File: config.mk
export PLATFORM = sky130hd
export DESIGN_NAME = servo_axis_tracker
export DESIGN_NICKNAME = d
export VERILOG_FILES = /design/src/rtl/servo_axis_tracker.sv
export SDC_FILE = /design/constraint.sdc
export NUM_CORES = 1
export LEC_CHECK = 0
export CORE_UTILIZATION = 34
export DETAILED_ROUTE_END_ITERATION = 10
export RECOVER_POWER = 100
export SLEW_MARGIN = 20
export SYNTH_ARGS = -nofsm -noshare
export SYNTH_HDL_FRONTEND = slang
export SYNTH_SLANG_ARGS = --single-unit
File: constraint.sdc
create_clock -name clk -period 2.2 [get_ports clk]
set_clock_uncertainty 0.2 [all_clocks]
set_input_delay 0.33 -clock clk [delete_from_list [all_inputs] [get_ports clk]]
set_output_delay 0.33 -clock clk [all_outputs]
set_load 0.005 [all_outputs]
File: src/rtl/servo_axis_tracker.sv
// rtl/servo_axis_tracker.sv - per-axis servo position tracker
// Synchronized, debounced comparator drives a saturating position ramp stepped by a fixed-rate tick.
module servo_axis_tracker #(
  parameter int POS_W       = 8,
  parameter int SYNC_STAGES = 2,
  parameter int FILT_CNT    = 16,
  parameter int STEP_DIV    = 50000,
  parameter int POS_MIN     = 16,
  parameter int POS_MAX     = 240,
  parameter int POS_RESET   = 128
) (
  input  logic             clk,
  input  logic             rst_n,
  input  logic             ena,
  input  logic             comp_async_i,
  output logic [POS_W-1:0] pos_o,
  output logic             pos_valid_o,
  output logic             comp_clean_o,
  output logic             at_limit_o
);

  localparam int FCNT_W = $clog2(FILT_CNT) + 1;
  localparam int SCNT_W = $clog2(STEP_DIV);
  localparam logic [POS_W-1:0] P_MIN   = POS_W'(POS_MIN);
  localparam logic [POS_W-1:0] P_MAX   = POS_W'(POS_MAX);
  localparam logic [POS_W-1:0] P_RESET = POS_W'(POS_RESET);

  logic [SYNC_STAGES-1:0] sync_q;
  logic                   s;
  logic                   clean_q, clean_d;
  logic [FCNT_W-1:0]      fcnt_q, fcnt_d;
  logic [SCNT_W-1:0]      scnt_q, scnt_d;
  logic                   tick;
  logic [POS_W-1:0]       pos_q, pos_d;
  logic                   valid_q, valid_d;

  assign s    = sync_q[SYNC_STAGES-1];
  assign tick = (scnt_q == SCNT_W'(STEP_DIV - 1));

  // Any disagreement run shorter than FILT_CNT cycles is discarded.
  always_comb begin
    clean_d = clean_q;
    fcnt_d  = '0;
    if (s != clean_q) begin
      if (fcnt_q == FCNT_W'(FILT_CNT - 1)) begin
        clean_d = s;
      end else begin
        fcnt_d = fcnt_q + FCNT_W'(1);
      end
    end
  end

  always_comb begin
    scnt_d = tick ? '0 : scnt_q + SCNT_W'(1);
  end

  // Step direction uses the pre-edge clean level; limits are never crossed.
  always_comb begin
    pos_d = pos_q;
    if (tick && ena) begin
      if (clean_q && (pos_q < P_MAX)) begin
        pos_d = pos_q + POS_W'(1);
      end else if (!clean_q && (pos_q > P_MIN)) begin
        pos_d = pos_q - POS_W'(1);
      end
    end
    valid_d = (pos_d != pos_q);
  end

  always_ff @(posedge clk or negedge rst_n) begin
    if (!rst_n) begin
      sync_q  <= '0;
      clean_q <= 1'b0;
      fcnt_q  <= '0;
      scnt_q  <= '0;
      pos_q   <= P_RESET;
      valid_q <= 1'b0;
    end else begin
      sync_q  <= {sync_q[SYNC_STAGES-2:0], comp_async_i};
      clean_q <= clean_d;
      fcnt_q  <= fcnt_d;
      scnt_q  <= scnt_d;
      pos_q   <= pos_d;
      valid_q <= valid_d;
    end
  end

  assign pos_o        = pos_q;
  assign pos_valid_o  = valid_q;
  assign comp_clean_o = clean_q;
  assign at_limit_o   = (pos_q == P_MIN) || (pos_q == P_MAX);

endmodule

==> flow_metrics.tcl <==
set metrics [dict create \
    worst_pin_slew_ns 0.8042 \
    instances_no_fill 272 \
    use_met3_pct 4.501 \
    ir_drop_uv 260.8 \
    crit_slowest_cell "or4b_4" \
    finish.utilization_pct 47.89 \
    timing.fmax_ghz 0.4358 \
    relSlewSlack_pct 46.39 \
    start_util_pct 35.13 \
    cts.sinks 33 \
    io_buffer_count 14 \
    arrival_ns 2.27 \
    gp_congestion 0.7895 \
    path_clk_slew_ns 0.08 \
    grt-busiest-layer "met2" \
    startpoint_type "flip-flop" \
    synth_top_area_cell "dfrtp_1" \
    yosysWarnings 0 \
    drt-total-wl_um 3448 \
    maxCapViolations 0 \
    crit_required_ns 2.18 \
    hold_path.class "reg -> reg" \
    syn_inst 157 \
    slew_viol_final 0 \
    worstSetupEndpointType "flip-flop" \
    synth_fp_nets 166 \
    area_growth_pct 36.35 \
    die_y_um 71.86 \
    drtAntennaViolNets 0 \
    ys_types 43 \
    grt_max_degree 34 \
    clk_latency_ns 0.29 \
    final.setup.worst_slack_ns -0.09455 \
    synth.top_cell.area_share_pct 48.27 \
    ys_ff_latch 33 \
    drt_iter0_markers 82 \
    first_pass_iters 4 \
    fill_cells 431 \
    hpwl_um 2515 \
    cts_root_buf "clkbuf_8" \
    grt_pass1_wl_um 6161 \
    critPathKind "reg -> reg" \
    met1_usage_pct 19.27 \
    post-route-min-period_ns 2.295 \
    yosys-top-cells-area "dfrtp_1 (48%), xor2_1 (5.8%), xnor2_1 (4.8%)" \
    drc 0 \
    mostFrequentLayoutCells "dfrtp_1 (32), buf_4 (25), nor2_1 (16)" \
    critPathMaxFanout 3 \
    fin_setup_tns_ns -0.1573 \
    syn_area_per_cell_um2 10.57 \
    post-route-period-util_pct 104.3 \
    power_density_nw_per_um2 546.5 \
    tritoncts "built" \
    n_antenna_cell 0 \
    htreeDepth 2 \
    fp.coreArea_um2 4723 \
    slowest_delay_ns 0.56 \
    grt_pass1_vias 1343 \
    ys_seq_area_share_pct 49.85 \
    numCtsBuffers 5 \
    cts_buffer_depth 2 \
    hold_viol 0 \
    violations "negative setup slack" \
    antenna_found_initial 0 \
    vias_per_cell 4.853 \
    layout-drive-gt1-share_pct 27.80 \
    p_leak_nw 1.041 \
    status "finished, violations left" \
    vias 1320 \
    rows 25 \
    die_w_um 71.86 \
    synthArstFlopShare_pct 100.0 \
    crit_chain "or4b_4, or4_4, a21oi_2, nand2_1, mux2_4" \
    finish.net_count 213 \
    grtUsageTotal_pct 15.30 \
    dp.cells 260 \
    setup_violations 3 \
    synth_flop_cell "dfrtp_1" \
    cts_hold_buffers 0 \
    synth.cell_area_um2 1659 \
    ios 15 \
    place_ws_ns -0.1173 \
    use_met2_pct 24.84 \
    layout_commonest_cell "dfrtp_1" \
    wire_per_inst_um 12.68 \
    grt-ovfl-total 0 \
    rsz0062_at_grt "yes" \
    synth-edff-count 0 \
    dieArea_um2 5163 \
]
[worst max-delay path, delay by kind of cell, from the launching register on]
| family | cells | cell delay [ns] |
|---|---|---|
| simple gates | 3 | 1.18 |
| compound gates | 1 | 0.11 |
| mux | 1 | 0.31 |
| flops | 1 | 0.38 |
[layer usage]
metal  routed length, um  up-vias
met5                   0        -
met4                  59        0
met3                 116        8
met2                1732       25
met1                1540      635
li1                    -      652
[cell type report]
type	count	area (um^2)	area share [%]
multi-input cells	115	857.1	37.89
clock buffers	6	82.58	3.650
inverters	5	18.77	0.8296
flip-flops and latches	33	827.0	36.56
repair buffers	44	355.3	15.71
well taps	67	83.83	3.706
clock inverters	2	37.54	1.659
[per-stage QoR]
step                hold slack, ns  total power, mW  cell area (um^2)
floorplan                  -0.1656           0.6349              1662
global placement            0.1365           0.6570              2064
detailed placement          0.1413           0.6586              2064
CTS                         0.1570            1.260              2225
global route                0.1715            1.301              2262
finish                      0.1530            1.236              2262
[registers in the layout, summed over array words and instances, names as in the netlist]
name,flops
comp_clean_o,1
fcnt_q,5
pos_o,8
pos_valid_o,1
scnt_q,16
sync_q,2
[final timing paths]
| path | from | to | slack, ns | cells after the start |
|---|---|---|---|---|
| min reg2reg | sync_q[0] | sync_q[1] | 0.15 | 0 |
| min | sync_q[0] | sync_q[1] | 0.15 | 0 |
| max reg2reg | scnt_q[5] | pos_o[6] | -0.09 | 5 |
| max | scnt_q[5] | pos_o[6] | -0.09 | 5 |
| min in group asynchronous | rst_n | fcnt_q[3] | 0.45 | 2 |
| max in group asynchronous | rst_n | scnt_q[1] | 0.83 | 2 |
[cells by family (layout without fill, tap and decap cells)]
family	Yosys count	count (layout)	share of synthesized area (%)
AOI/OAI and AO/OA	16	16	7.315
xor gates and xnor gates	20	20	10.56
adders and majority gates	5	5	3.771
buffers and inverters	9	57	2.111
DFF	33	33	49.85
muxes	3	3	2.187
and+or+nand+nor	71	71	24.21
[synth_stat cells (2+ instances only)]
| cell type | instances |
|---|---|
| nand4_1 | 4 |
| nand3_1 | 13 |
| xor2_1 | 11 |
| or4b_4 | 2 |
| a31oi_1 | 2 |
| and3_1 | 5 |
| nor2b_1 | 2 |
| nor3_1 | 4 |
| nand2_1 | 10 |
| or4_1 | 2 |
| xnor2_1 | 9 |
| nor2_1 | 16 |
| dfrtp_1 | 32 |
| inv_1 | 5 |
| clkbuf_1 | 3 |
| and4_1 | 2 |
| and2_1 | 2 |
| ha_1 | 5 |
| or3_1 | 2 |
| a41oi_1 | 2 |
| nor3b_1 | 2 |
[timing repair]
item                                    CTS  global route
gates resized for setup                   7             9
setup buffers                             2             3
pin swaps                                 5             4
endpoints found under the setup margin    9            10
hold endpoints to repair                  0             0
[report_power, final]
group | switching, mW | internal [mW] | leakage [nW]
combinational | 0.0170 | 0.00999 | 0.558
clock | 0.224 | 0.368 | 0.0574
sequential | 0.00428 | 0.613 | 0.425
total | 0.245 | 0.991 | 1.04
Note: power is estimated with default switching activity, not from simulation.
